$ cat config.mk
export PLATFORM = sky130hd
export DESIGN_NAME = sdram_init_ref_ctrl
export DESIGN_NICKNAME = d
export VERILOG_FILES = /design/src/rtl/sdram_ctrl_pkg.sv /design/src/rtl/sdram_cmd_timer.sv /design/src/rtl/sdram_init_ref_ctrl.sv
export SDC_FILE = /design/constraint.sdc
export NUM_CORES = 1
export LEC_CHECK = 0
export BUFFER_PORTS_ARGS = -buffer_cell sky130_fd_sc_hd__clkbuf_2
export CORE_ASPECT_RATIO = 1.75
export CORE_MARGIN = 3
export CORE_UTILIZATION = 25
export CTS_BUF_LIST = sky130_fd_sc_hd__clkbuf_4 sky130_fd_sc_hd__clkbuf_8 sky130_fd_sc_hd__clkbuf_16
export DETAILED_ROUTE_END_ITERATION = 8
export PLACE_DENSITY = 0.44
export SLEW_MARGIN = 20
export SYNTH_ARGS = -nofsm -noshare
export SYNTH_HDL_FRONTEND = slang
export SYNTH_SLANG_ARGS = --single-unit
$ cat constraint.sdc
create_clock -name sys_clk -period 4.6 [get_ports sys_clk]
set_input_delay 0.46 -clock sys_clk [delete_from_list [all_inputs] [get_ports sys_clk]]
set_output_delay 0.46 -clock sys_clk [all_outputs]
set_load 0.02 [all_outputs]
$ cat src/rtl/sdram_ctrl_pkg.sv
// -----------------------------------------------------------------------------
// sdram_ctrl_pkg
// Shared types and default timing for the SDRAM init / refresh sequencer.
//   cmd_t        : {cs_n,ras_n,cas_n,we_n} command encodings
//   ctrl_state_t : sequencer FSM states
//   DEF_*        : default timing constants (cycles at a 20 ns sys_clk)
// -----------------------------------------------------------------------------
package sdram_ctrl_pkg;

  localparam int TMR_W = 16;

  localparam int DEF_INIT_WAIT_CYC = 5000;
  localparam int DEF_T_RP          = 2;
  localparam int DEF_T_RFC         = 7;
  localparam int DEF_T_MRD         = 2;
  localparam int DEF_REF_INTERVAL  = 780;

  typedef enum logic [3:0] {
    CMD_LMR     = 4'b0000,
    CMD_AR      = 4'b0001,
    CMD_PRE     = 4'b0010,
    CMD_NOP     = 4'b0111,
    CMD_INHIBIT = 4'b1111
  } cmd_t;

  typedef enum logic [3:0] {
    ST_INIT_WAIT,
    ST_INIT_PRE,
    ST_INIT_TRP,
    ST_INIT_REF1,
    ST_INIT_TRFC1,
    ST_INIT_REF2,
    ST_INIT_TRFC2,
    ST_INIT_LMR,
    ST_INIT_TMRD,
    ST_IDLE,
    ST_HOST,
    ST_REF_PRE,
    ST_REF_TRP,
    ST_REF_AR,
    ST_REF_TRFC
  } ctrl_state_t;

  function automatic logic is_ref_state(input ctrl_state_t s);
    return (s == ST_REF_PRE) || (s == ST_REF_TRP) ||
           (s == ST_REF_AR)  || (s == ST_REF_TRFC);
  endfunction

endpackage

$ cat src/rtl/sdram_cmd_timer.sv
// -----------------------------------------------------------------------------
// sdram_cmd_timer
// Loadable, saturating down-counter with a zero flag.
//   sys_clk  : clock
//   reset_n  : async active-low reset, count returns to RST_VAL
//   load     : load load_val this edge (wins over en)
//   en       : decrement this edge (holds at zero)
//   load_val : value to load
//   zero     : count is zero
// -----------------------------------------------------------------------------
module sdram_cmd_timer #(
  parameter int             W       = 16,
  parameter logic [W-1:0]   RST_VAL = '0
) (
  input  logic         sys_clk,
  input  logic         reset_n,
  input  logic         load,
  input  logic         en,
  input  logic [W-1:0] load_val,
  output logic         zero
);

  logic [W-1:0] count;

  // NOTE: state registers use non-blocking assignments so every flop samples
  // the pre-edge value of every other flop, independent of block order.
  always_ff @(posedge sys_clk or negedge reset_n) begin
    if (!reset_n) begin
      count <= RST_VAL;
    end else if (load) begin
      count <= load_val;
    end else if (en && (count != '0)) begin
      count <= count - 1'b1;
    end
  end

  assign zero = (count == '0);

endmodule

$ cat src/rtl/sdram_init_ref_ctrl.sv
// -----------------------------------------------------------------------------
// sdram_init_ref_ctrl
// SDRAM command sequencer: power-up init (NOP wait, PRECHARGE ALL, 2x AUTO
// REFRESH, LOAD MODE), then periodic auto-refresh and arbitration of the
// command bus between refresh and the host access engine.
//   sys_clk, reset_n       : clock, async active-low reset
//   host_req / host_done   : host bus request (level) / release pulse
//   host_gnt               : host owns the command bus (external mux select)
//   init_done              : init sequence complete (sticky)
//   ref_busy               : refresh sequence in progress
//   cs_n,ras_n,cas_n,we_n  : SDRAM command
//   sdr_addr, sdr_ba       : SDRAM address / bank
//   ref_miss               : only with SDRAM_REF_MISS_EN defined; sticky flag
//                            set when the refresh timer expires while a
//                            refresh is already pending
// Optional macro: SDRAM_REF_MISS_EN
// -----------------------------------------------------------------------------
module sdram_init_ref_ctrl
  import sdram_ctrl_pkg::*;
#(
  parameter int                 INIT_WAIT_CYC = DEF_INIT_WAIT_CYC,
  parameter int                 T_RP          = DEF_T_RP,
  parameter int                 T_RFC         = DEF_T_RFC,
  parameter int                 T_MRD         = DEF_T_MRD,
  parameter int                 REF_INTERVAL  = DEF_REF_INTERVAL,
  parameter int                 ADDR_W        = 12,
  parameter logic [ADDR_W-1:0]  MODE_REG      = 12'h033
) (
  input  logic              sys_clk,
  input  logic              reset_n,
  input  logic              host_req,
  input  logic              host_done,
  output logic              host_gnt,
  output logic              init_done,
  output logic              ref_busy,
  output logic              cs_n,
  output logic              ras_n,
  output logic              cas_n,
  output logic              we_n,
  output logic [ADDR_W-1:0] sdr_addr,
  output logic [1:0]        sdr_ba
`ifdef SDRAM_REF_MISS_EN
  ,
  output logic              ref_miss
`endif
);

  ctrl_state_t       state, state_nxt;
  cmd_t              cmd_nxt;
  logic [ADDR_W-1:0] addr_nxt;

  logic              tmr_load;
  logic [TMR_W-1:0]  tmr_val;
  logic              tmr_zero;

  logic              ref_zero;
  logic              ref_start;
  logic              ref_expire;
  logic              ref_pending;
  logic              ref_due;

  // Sequencing timer. Its reset value is the power-up wait, so it counts down
  // from reset release with no load. Each command state loads T-1, so the
  // following wait state exits exactly T edges after the command edge; with
  // T=1 the zero flag is already up in the command state and the wait state
  // is skipped.
  sdram_cmd_timer #(
    .W       (TMR_W),
    .RST_VAL (TMR_W'(INIT_WAIT_CYC - 1))
  ) u_seq_tmr (
    .sys_clk  (sys_clk),
    .reset_n  (reset_n),
    .load     (tmr_load),
    .en       (1'b1),
    .load_val (tmr_val),
    .zero     (tmr_zero)
  );

  // Refresh interval timer: idle until init completes, then free-running.
  assign ref_start  = (state_nxt == ST_IDLE) && !init_done;
  assign ref_expire = init_done && ref_zero;
  assign ref_due    = ref_pending || ref_expire;

  sdram_cmd_timer #(
    .W       (TMR_W),
    .RST_VAL ('0)
  ) u_ref_tmr (
    .sys_clk  (sys_clk),
    .reset_n  (reset_n),
    .load     (ref_start || ref_expire),
    .en       (init_done),
    .load_val (TMR_W'(REF_INTERVAL - 1)),
    .zero     (ref_zero)
  );

  always_ff @(posedge sys_clk or negedge reset_n) begin
    if (!reset_n) state <= ST_INIT_WAIT;
    else          state <= state_nxt;
  end

  // NOTE: every signal written here gets a default first, so no path through
  // the case statements can leave one unassigned and infer a latch.
  always_comb begin
    state_nxt = state;
    cmd_nxt   = CMD_NOP;
    addr_nxt  = '0;
    tmr_load  = 1'b0;
    tmr_val   = '0;

    case (state)
      ST_INIT_WAIT:  if (tmr_zero) state_nxt = ST_INIT_PRE;
      ST_INIT_PRE:   state_nxt = tmr_zero ? ST_INIT_REF1 : ST_INIT_TRP;
      ST_INIT_TRP:   if (tmr_zero) state_nxt = ST_INIT_REF1;
      ST_INIT_REF1:  state_nxt = tmr_zero ? ST_INIT_REF2 : ST_INIT_TRFC1;
      ST_INIT_TRFC1: if (tmr_zero) state_nxt = ST_INIT_REF2;
      ST_INIT_REF2:  state_nxt = tmr_zero ? ST_INIT_LMR : ST_INIT_TRFC2;
      ST_INIT_TRFC2: if (tmr_zero) state_nxt = ST_INIT_LMR;
      ST_INIT_LMR:   state_nxt = tmr_zero ? ST_IDLE : ST_INIT_TMRD;
      ST_INIT_TMRD:  if (tmr_zero) state_nxt = ST_IDLE;
      ST_IDLE: begin
        // A refresh expiring this very cycle beats a simultaneous host_req.
        if (ref_due)       state_nxt = ST_REF_PRE;
        else if (host_req) state_nxt = ST_HOST;
      end
      ST_HOST:       if (host_done) state_nxt = ST_IDLE;
      ST_REF_PRE:    state_nxt = tmr_zero ? ST_REF_AR : ST_REF_TRP;
      ST_REF_TRP:    if (tmr_zero) state_nxt = ST_REF_AR;
      ST_REF_AR:     state_nxt = tmr_zero ? ST_IDLE : ST_REF_TRFC;
      ST_REF_TRFC:   if (tmr_zero) state_nxt = ST_IDLE;
      default:       state_nxt = ST_INIT_WAIT;
    endcase

    // Outputs are registered from the next state, so a command appears on the
    // pins on the same edge its state is entered.
    case (state_nxt)
      ST_INIT_PRE, ST_REF_PRE: begin
        cmd_nxt      = CMD_PRE;
        addr_nxt[10] = 1'b1;
        tmr_load     = 1'b1;
        tmr_val      = TMR_W'(T_RP - 1);
      end
      ST_INIT_REF1, ST_INIT_REF2, ST_REF_AR: begin
        cmd_nxt  = CMD_AR;
        tmr_load = 1'b1;
        tmr_val  = TMR_W'(T_RFC - 1);
      end
      ST_INIT_LMR: begin
        cmd_nxt  = CMD_LMR;
        addr_nxt = MODE_REG;
        tmr_load = 1'b1;
        tmr_val  = TMR_W'(T_MRD - 1);
      end
      default: ;
    endcase
  end

  always_ff @(posedge sys_clk or negedge reset_n) begin
    if (!reset_n) begin
      {cs_n, ras_n, cas_n, we_n} <= CMD_INHIBIT;
      sdr_addr    <= '0;
      host_gnt    <= 1'b0;
      ref_busy    <= 1'b0;
      init_done   <= 1'b0;
      ref_pending <= 1'b0;
    end else begin
      {cs_n, ras_n, cas_n, we_n} <= cmd_nxt;
      sdr_addr <= addr_nxt;
      host_gnt <= (state_nxt == ST_HOST);
      ref_busy <= is_ref_state(state_nxt);
      if (state_nxt == ST_IDLE) init_done <= 1'b1;
      // Entering REF_PRE consumes the request; an expiry arriving while one is
      // already pending collapses into that single refresh.
      if (state_nxt == ST_REF_PRE) ref_pending <= 1'b0;
      else if (ref_expire)         ref_pending <= 1'b1;
    end
  end

  assign sdr_ba = 2'b00;

`ifdef SDRAM_REF_MISS_EN
  always_ff @(posedge sys_clk or negedge reset_n) begin
    if (!reset_n)                       ref_miss <= 1'b0;
    else if (ref_expire && ref_pending) ref_miss <= 1'b1;
  end
`endif

endmodule

==> metrics, run 1 <==
final slew viol count 0; top post-synthesis cells by area dfrtp_1 33%, dfstp_2 11%, buf_4 3.6%; hold slack roughly 0.27 ns; drt drc 0; Max VDD drop 0.173 mV; routed len/inst roughly 16 um; Yosys top cell area share 32.6%; Inserted Diodes 0; GPL Wtd Cong about 0.87; Max-slew headroom between 50 and 60%; cts bufs inserted 5; synth-to-layout area growth 11.2%; Die Wd 84.3 um; power density cells around 480 nW/um^2; final cycle utilization of the critical path 60.0%; final wirelength approximately 6.7 mm; routed vias 2155; Overflow after GRT 0; r2r endpoint u_ref_tmr.count[13]; run status finished clean; CP Max Fanout 10; nets@finish 300; FF+latch count, synth 46; skew final 0.00830 ns; drt via density 5.12; Final Total Pwr roughly 0.0014 W; total negative slack 0 ns; GRT Util Overall a little under an eighth; ANT nets after route 0; clock slew at reported path FFs 0.06 ns; Final Hold Vio Count 0; Async SR Flop Fraction 100%; Detailed Routing Iterations Pass 1 4; Critical Path Source u_seq_tmr.count[0]; post-place setup slack 1.83 ns; mapped cell area 2680 sq um; reg-to-reg setup timing slack 1.84 ns; filler cell count 1107; DR iter-0 viols 89; Post-synth EDFFs 0; Pleak between 1 and 1.5 nW; H-tree Lvls 2; area leader, netlist dfrtp_1; Max-Cap Viols 0; clk_lat worst skew 0.29 ns; Min-Delay Path Class in2async; CTS root buf clkbuf_16; Final min period 2.76 ns; largest net degree at the start of global routing 47; R2R depth 7; Crit Path Category reg2reg; Yosys warnings 0; Synth Instances approximately 280; total setup buffers inserted after CTS 0; HPWL after DPL 5.05 mm; global-route wire length before repair 11.5 mm; I/O Buffers 15; Worst EP required 4.77 ns; CTS sink cnt between 40 and 50; Netlist cell types 62; final setup vio count 0; post_cts resized 0; number of global-route vias before repair about 2300; Multi-input gate area 1370 sq um; RSZ-0062 raised after global routing no; initial antenna violation count 0; worst setup margin 1.84 ns; Worst setup EP type flip-flop; worst r2r src u_seq_tmr.count[0]; layout cells sized above 1 a little under a fifth; Die Y 143 um; Final Util 28.8%; Synth Flop Type dfrtp_1; crit start category flip-flop; Syn Area/Cell 9.55 sq um; Worst Tran Pin Value 0.638 ns; sequential area share after synthesis 43.4%; register area 1160 sq um; starting density of the core 25.9%; clk buf depth 2; # rows 49; Crit path arrival time 2.92 ns; cts hold-fix bufs 0; Top Ports 25; CORE AREA approximately 10000 sq um; TritonCTS clock tree yes; die area 12100 sq um; max frequency 363 MHz
power breakdown:
| group | switching (W) | leakage, nW | internal [W] | total, W |
|---|---|---|---|---|
| combinational | 0.000246 | 0.666 | 0.000186 | 0.000432 |
| sequential | 0.000142 | 0.540 | 0.000514 | 0.000656 |
| clock | 0.000158 | 0.0698 | 0.000201 | 0.000359 |
per-layer routing:
layer	share of wire (%)	GRT usage, %	vias up
li1	-	-	1040
met3	1.5	1.56	11
met4	2.7	5.08	0
met5	0	0	-
met2	60	24.4	20
met1	35	11.7	1084
per-stage QoR:
step / instance area, sq um / instances
floorplan: 2720 / 290
global placement: 2840 / 413
detailed placement: 2840 / 413
CTS: 2990 / 421
global route: 2990 / 421
finish: 2990 / 421
Yosys cell counts, types with 3 or more instances:
master    number
a21oi_1       13
a31oi_1        4
and4_1         3
buf_4         13
clkbuf_1       8
dfrtp_1       35
dfstp_2       11
ha_1           3
inv_1         15
nand2_1       17
nand3_1        4
nand4_1        4
nor2_1        25
nor2b_1        4
nor3_1        12
nor3b_1        3
nor4_1        11
o211ai_1       4
o21ai_0       10
o21ai_1        3
o311ai_0       4
o31ai_1        4
or2_2          3
or4_1          5
xnor2_1        3
xor2_1        10
worst max-delay path by stage:
stage / endpoint / cells after the start
floorplan: u_ref_tmr.count[13] / 7
global placement: u_ref_tmr.count[14] / 7
detailed placement: u_ref_tmr.count[15] / 7
CTS: u_ref_tmr.count[15] / 7
global route: u_ref_tmr.count[7] / 7
finish: u_ref_tmr.count[13] / 7
sequential cells by signal (all words and copies together), names as in the netlist:
| signal | flops |
|---|---|
| ref_pending | 1 |
| state | 4 |
| cs_n | 1 |
| host_gnt | 1 |
| u_ref_tmr.count | 16 |
| sdr_addr | 2 |
| ref_busy | 1 |
| u_seq_tmr.count | 16 |
| init_done | 1 |
| cas_n | 1 |
| ras_n | 1 |
| we_n | 1 |
worst max-delay path, stage by stage, from the launching register on:
cell and delay [ns]:
dfstp_2 0.38, inv_1 0.05, ha_1 0.20, nor4b_4 0.34, and4_1 0.48, a21oi_1 0.28
or4_4 0.56, a311o_1 0.36
kinds of logic after synthesis:
group,share of synthesized area [%]
compound gates,18.2
xor+xnor,4.24
fa+ha+maj,1.40
buf+inv,6.99
flops,43.4
mux,0.420
other cells,0.140
simple gates,25.2
cells in the final DEF, fill, tap and decap left out, drive strengths merged, types with 6 or more instances in the layout:
cell type / Yosys / routed
nor3: 12 / 12
nor4: 13 / 13
nand2: 17 / 17
inv: 16 / 16
xor2: 10 / 10
o21ai: 13 / 13
nor2: 25 / 25
dfstp: 11 / 11
or4: 6 / 6
conb: 1 / 10
dfrtp: 35 / 35
a21oi: 13 / 13
clkbuf: 8 / 20
area by class of cell:
cell class,instances,share of cell area [%]
clock buffer,5,4.19
multi-input combinational,207,45.7
sequential,46,39.0
timing repair buffer,17,3.02
clock inverter,3,0.712
tap,127,5.32
inverter,16,2.01
Power figures use the tool's default switching activity.
==> run 2: changes to the inputs <==
--- a/config.mk
+++ b/config.mk
@@ -5,13 +5,14 @@
 export SDC_FILE = /design/constraint.sdc
 export NUM_CORES = 1
 export LEC_CHECK = 0
+export ABC_AREA = 1
 export BUFFER_PORTS_ARGS = -buffer_cell sky130_fd_sc_hd__clkbuf_2
 export CORE_ASPECT_RATIO = 1.75
 export CORE_MARGIN = 3
 export CORE_UTILIZATION = 25
 export CTS_BUF_LIST = sky130_fd_sc_hd__clkbuf_4 sky130_fd_sc_hd__clkbuf_8 sky130_fd_sc_hd__clkbuf_16
 export DETAILED_ROUTE_END_ITERATION = 8
-export PLACE_DENSITY = 0.44
+export PLACE_DENSITY = 0.45
 export SLEW_MARGIN = 20
 export SYNTH_ARGS = -nofsm -noshare
 export SYNTH_HDL_FRONTEND = slang
==> constraint.sdc (replaced) <==
create_clock -name sys_clk -period 2.25 [get_ports sys_clk]
set_input_delay 0.225 -clock sys_clk [delete_from_list [all_inputs] [get_ports sys_clk]]
set_output_delay 0.225 -clock sys_clk [all_outputs]
set_load 0.02 [all_outputs]
==> run 2 against run 1 <==
Against the previous run:
- global-route usage fell by 0.41 points
- via count grew 12%
- non-clock buffer count is 4 higher
- critical endpoint is now u_ref_tmr.count[1]
- core utilization rose by 0.71 points
- final cell count rose by 28%
- clock power is 110% higher
==> metrics, run 2 <==
# rows 51; Worst EP required 2.44 ns; commonest cells in the netlist 87 x nand2_1, 55 x inv_1, 51 x nor2_1, 38 x nand3_1, 35 x dfrtp_1; layout cells sized above 1 17.2%; commonest non-fill, non-tap cell in the layout nand2_1; Pleak 1.71 nW; HPWL after DPL 5.28 mm; Netlist cell types 37; final slew viol count 0; Yosys top cell area share 30.1%; drt drc 0; FF+latch count, synth 46; r2r endpoint u_ref_tmr.count[1]; Crit path arrival time 2.22 ns; most frequent cell after synthesis nand2_1; HP Start host_req; Worst Tran Pin Value 0.569 ns; Synth Area in Simple Gates 34.8%; Max VDD drop 0.514 mV; xor-xnor portion of the synthesized cell area between 5 and 6%; initial antenna violation count 0; die area 13000 sq um; Worst setup EP type flip-flop; CTS sink cnt 46; GPL Wtd Cong 0.891; clk buf depth 2; DR iter-0 viols 59; worst hold path depth 3; Final min period 2.03 ns; routed vias about 2400; Detailed Routing Iterations Pass 1 4; CORE AREA ~11000 sq um; cts bufs inserted 5; clk_lat worst skew 0.29 ns; Max-Cap Viols 0; ANT nets after route 0; routed len/inst around 13 um; TritonCTS clock tree yes; Crit Path Category reg2reg; complex-gate fraction of the synthesized area between 5 and 6%; most frequent CP cell nand2_1; Overflow after GRT 0; starting density of the core 25.9%; final non-filler cell area 3320 sq um; nets@finish approximately 410; number of global-route vias before repair approximately 2400; Final Util 29.5%; CTS root buf clkbuf_16; sequential area share after synthesis 40.0%; top post-synthesis cells by area dfrtp_1 30%, nand2_1 11%, dfstp_2 9.9%; Final Hold Vio Count 0; Synth Flop Type dfrtp_1; Min-Delay Path Class in2reg; final cycle utilization of the critical path 90.4%; drt via density around 4.5; Die Wd 87.5 um; Inserted Diodes 0; Async SR Flop Fraction 100%; I/O Buffers 15; area leader, netlist dfrtp_1; GRT Util Overall 11.6%; CP cell instances inv_1 > ha_1 > nand2_2 > nor2_4 > nand2_2 > nand2_1 > nand2_1 > nand4_4 > nand3_4 > buf_12 > nand3_1 > nand2_1 > inv_1; Yosys warnings 0; Die Y 149 um; skew final around 0.0074 ns; Post-synth EDFFs 0; RSZ-0062 raised after global routing no; Syn Area/Cell approximately 7.5 sq um; largest net degree at the start of global routing 27; global-route wire length before repair around 12 mm; max frequency 492 MHz; most frequent cells in the layout 86 x nand2_1, 55 x inv_1, 51 x nor2_1; worst r2r src u_seq_tmr.count[0]; post-synthesis mux area share 0%; hold path endpoint state[1]; Max-slew headroom 62.1%; Synth Instances 388; Top Ports 25; power density cells 950 nW/um^2; placed cell area 3130 sq um; critical path's slowest cell dfstp_2; R2R depth 13; Critical Path Max Stage Delay between 0.5 and 0.6 ns; combinational family with the most area after synthesis simple AND/OR/NAND/NOR gates; run status finished clean; final wirelength between 6 and 7 mm; Final Total Pwr 0.00315 W; H-tree Lvls 2; reg-to-reg setup timing slack 0.22 ns; clock slew at reported path FFs about 0.070 ns; final setup vio count 0; synth-to-layout area growth 14.0%; CP Max Fanout 16; total negative slack 0 ns; mapped cell area 2910 sq um; crit start category flip-flop; Adder-Cell Fraction of Synth Area under 10%; filler cell count 1218; Top Registers u_ref_tmr.count (16), u_seq_tmr.count (16), state (4)
run 2: power breakdown:
part | total, W | internal (W) | switching, W
logic | 0.00114 | 0.000397 | 0.000746
registers | 0.00124 | 0.00104 | 0.000200
clock network | 0.000765 | 0.000418 | 0.000346
run 2: worst max-delay path by stage:
stage,startpoint,endpoint,depth (start not counted)
after floorplan,u_seq_tmr.count[0],u_ref_tmr.count[5],13
after global placement,u_ref_tmr.count[0],u_ref_tmr.count[9],15
after detailed placement,u_ref_tmr.count[0],u_ref_tmr.count[8],15
after CTS,u_ref_tmr.count[0],u_ref_tmr.count[8],15
after global routing,u_ref_tmr.count[0],u_ref_tmr.count[1],15
final,u_seq_tmr.count[0],u_ref_tmr.count[1],13
run 2: repair_timing:
item	in CTS	in global routing
setup buffers	0	0
resized for setup	0	6
hold endpoints to repair	11	0
setup endpoints to repair	0	33
hold buffers	1	0
run 2: cells by family (layout without fill, tap and decap cells):
kind of cell,count (synthesis),count (layout)
simple gates,213,213
buf+inv,79,90
flops,46,46
compound gates,28,28
xor+xnor,18,18
fa+ha+maj,3,3
other cells,1,10
run 2: area by class of cell:
cell class                      count  area (sq um)  share of cell area (%)
Multi-Input combinational cell    272          1450                    43.6
Sequential cell                    46          1160                    35.1
Inverter                           61           229                    6.91
Tap cell                          132           165                    4.98
Timing Repair Buffer               21           160                    4.83
Clock buffer                        5           125                    3.77
Clock inverter                      3          25.0                   0.755
run 2: through the flow:
step           hold WS, ns  worst slack (ns)  std cells
3_5_place_dp         0.256            0.0755        531
2_1_floorplan      -0.0706             0.363        397
5_1_grt              0.275           0.00781        540
6_report             0.256             0.216        540
4_1_cts              0.323            0.0683        540
3_3_place_gp         0.257            0.0785        531
run 2: critical path, delay by kind of cell, from the launching register on:
kind / cells / cell delay [ns]
buffers and inverters: 3 / 0.25
adder cells (fa/ha/maj): 1 / 0.21
flip-flops: 1 / 0.55
AND/OR/NAND/NOR: 9 / 0.91
run 2: metal layers:
metal	GRT usage [%]	wire, um	up-vias
li1	-	-	1231
met1	12.5	2670	1142
met2	21.8	3940	36
met3	1.83	148	10
met4	4.38	129	0
met5	0	0	-
==> run 3: changes to the inputs <==
--- a/config.mk
+++ b/config.mk
@@ -8,11 +8,11 @@
 export ABC_AREA = 1
 export BUFFER_PORTS_ARGS = -buffer_cell sky130_fd_sc_hd__clkbuf_2
 export CORE_ASPECT_RATIO = 1.75
-export CORE_MARGIN = 3
 export CORE_UTILIZATION = 25
 export CTS_BUF_LIST = sky130_fd_sc_hd__clkbuf_4 sky130_fd_sc_hd__clkbuf_8 sky130_fd_sc_hd__clkbuf_16
 export DETAILED_ROUTE_END_ITERATION = 8
 export PLACE_DENSITY = 0.45
+export RECOVER_POWER = 25
 export SLEW_MARGIN = 20
 export SYNTH_ARGS = -nofsm -noshare
 export SYNTH_HDL_FRONTEND = slang
==> run 3 against run 2 <==
Against the previous run:
- first-iteration DRC count is the same
- combinational power is essentially flat
- power is essentially flat
- global-route usage grew 0.48 points
- largest power group unchanged
- die area shrank 7.1%
- register-to-register slack is essentially flat
- core utilization shrank 0.10 points
- sequential share of layout area grew 0.12 points
- critical endpoint is now u_ref_tmr.count[0]
==> metrics, run 3 (synthesis gave the netlist of run 2 again) <==
Detailed Routing Iterations Pass 1 5; skew final about 0.0063 ns; H-tree Lvls 2; routed vias 2359; clock slew at reported path FFs 0.07 ns; total negative slack 0 ns; TritonCTS clock tree yes; Max VDD drop 0.414 mV; final slew viol count 0; drt drc 0; drt via density ~4.4; Inst Count DP ~530; number of global-route vias before repair approximately 2400; I/O Buffers 15; Top Registers u_ref_tmr.count (16), u_seq_tmr.count (16), state (4); CORE AREA 11200 sq um; crit start category flip-flop; synth-to-layout area growth 13.6%; Top Ports 25; global-route wire length before repair 11.5 mm; clk buf depth 2; Critical Path Source u_seq_tmr.count[0]; reg-to-reg setup timing slack about 0.21 ns; largest net degree at the start of global routing 47; run status finished clean; CTS root buf clkbuf_16; routed len/inst 12.1 um; worst setup margin 0.209 ns; worst r2r src u_seq_tmr.count[0]; Final Total Pwr 0.00315 W; Pleak 1.71 nW; RSZ-0062 raised after global routing no; post-place setup slack 0.0509 ns; Worst EP required roughly 2.4 ns; Die Y approximately 140 um; Inserted Diodes 0; initial antenna violation count 0; layout cells sized above 1 17.6%; CP Max Fanout 16; final setup vio count 0; Max-slew headroom between 20% and 30%; GPL Wtd Cong 0.873; nets@finish approximately 410; # rows 51; Cell Count, Final, Fillers Out 540; DR iter-0 viols 59; Min-Delay Path Class in2async; Worst Tran Pin Value roughly 1.2 ns; Final min period 2.04 ns; final cycle utilization of the critical path 90.7%; r2r endpoint u_ref_tmr.count[0]; CTS sink cnt 46; Overflow after GRT 0; Crit Path Category reg2reg; final wirelength 6.56 mm; HPWL after DPL 5.00 mm; starting density of the core 25.9%; power density cells 953 nW/um^2; Worst setup EP type flip-flop; GRT Util Overall 12.0%; ANT nets after route 0; R2R depth 13; clk_lat worst skew 0.29 ns; Worst Setup EP u_ref_tmr.count[0]; most frequent cells in the layout 86 x nand2_1, 55 x inv_1, 49 x nor2_1; max frequency 490 MHz; die area 12100 sq um; Final Hold Vio Count 0; Max-Cap Viols 0; Die Wd roughly 84 um; cts bufs inserted 5; Crit path arrival time 2.23 ns; commonest non-fill, non-tap cell in the layout nand2_1
-- run 3: changes by cell type in the layout (fill, tap and decap cells not counted), sizes merged --
cell,change
clkinvlp,-1
clkbuf,+3
dlygate4sd3,-1
clkinv,-1
-- run 3: worst min path at each step --
stage             start  cells after the start           to
6_report        reset_n                      2  ref_pending
5_1_grt        host_req                      3     state[1]
4_1_cts         reset_n                      2     state[1]
3_5_place_dp    reset_n                      2     state[3]
3_3_place_gp    reset_n                      2     state[3]
2_1_floorplan   reset_n                      0     host_gnt
-- run 3: power by group --
group          internal [W]  switching (W)
Combinational      0.000392       0.000745
Clock              0.000459       0.000322
Sequential          0.00104       0.000191
Total               0.00189        0.00126
-- run 3: area by class of cell --
| class | instances | area, sq um |
|---|---|---|
| repair buffers | 21 | 143 |
| clock inverters | 1 | 8.76 |
| fillers | 1232 | 7930 |
| multi-input cells | 272 | 1450 |
| flip-flops and latches | 46 | 1160 |
| inverters | 61 | 229 |
| clock buffers | 7 | 146 |
| well taps | 132 | 165 |
-- run 3: timing repair --
item	CTS	global route
resized for setup	0	7
buffers inserted	0	1
setup endpoints to repair	0	34
hold buffers	0	0
-- run 3: through the flow --
stage	utilization [%]	hold slack (ns)	cell area, sq um
3_5_place_dp	27.7	0.368	3110
5_1_grt	29.4	0.313	3300
3_3_place_gp	27.7	0.372	3110
6_report	29.4	0.251	3300
2_1_floorplan	-	-0.0706	2940
4_1_cts	29.1	0.0549	3270
-- run 3: layer usage --
| layer | GRT usage [%] | vias up | routed length (um) |
|---|---|---|---|
| met5 | 0 | - | 0 |
| met4 | 4.28 | 0 | 106 |
| met3 | 1.87 | 6 | 111 |
| met2 | 24.4 | 24 | 3770 |
| met1 | 12.3 | 1098 | 2570 |
| li1 | - | 1231 | - |
-- run 3: worst max-delay path, cell delays in order (launching register included) --
cell	delay (ns)
dfstp_2	0.56
inv_1	0.05
ha_1	0.21
inv_1	0.10
nor2_1	0.05
nand3_1	0.10
nor2_2	0.06
nand4_1	0.16
nand4_4	0.17
nand3_4	0.15
buf_12	0.16
nand3_1	0.07
nand2_1	0.07
inv_1	0.03
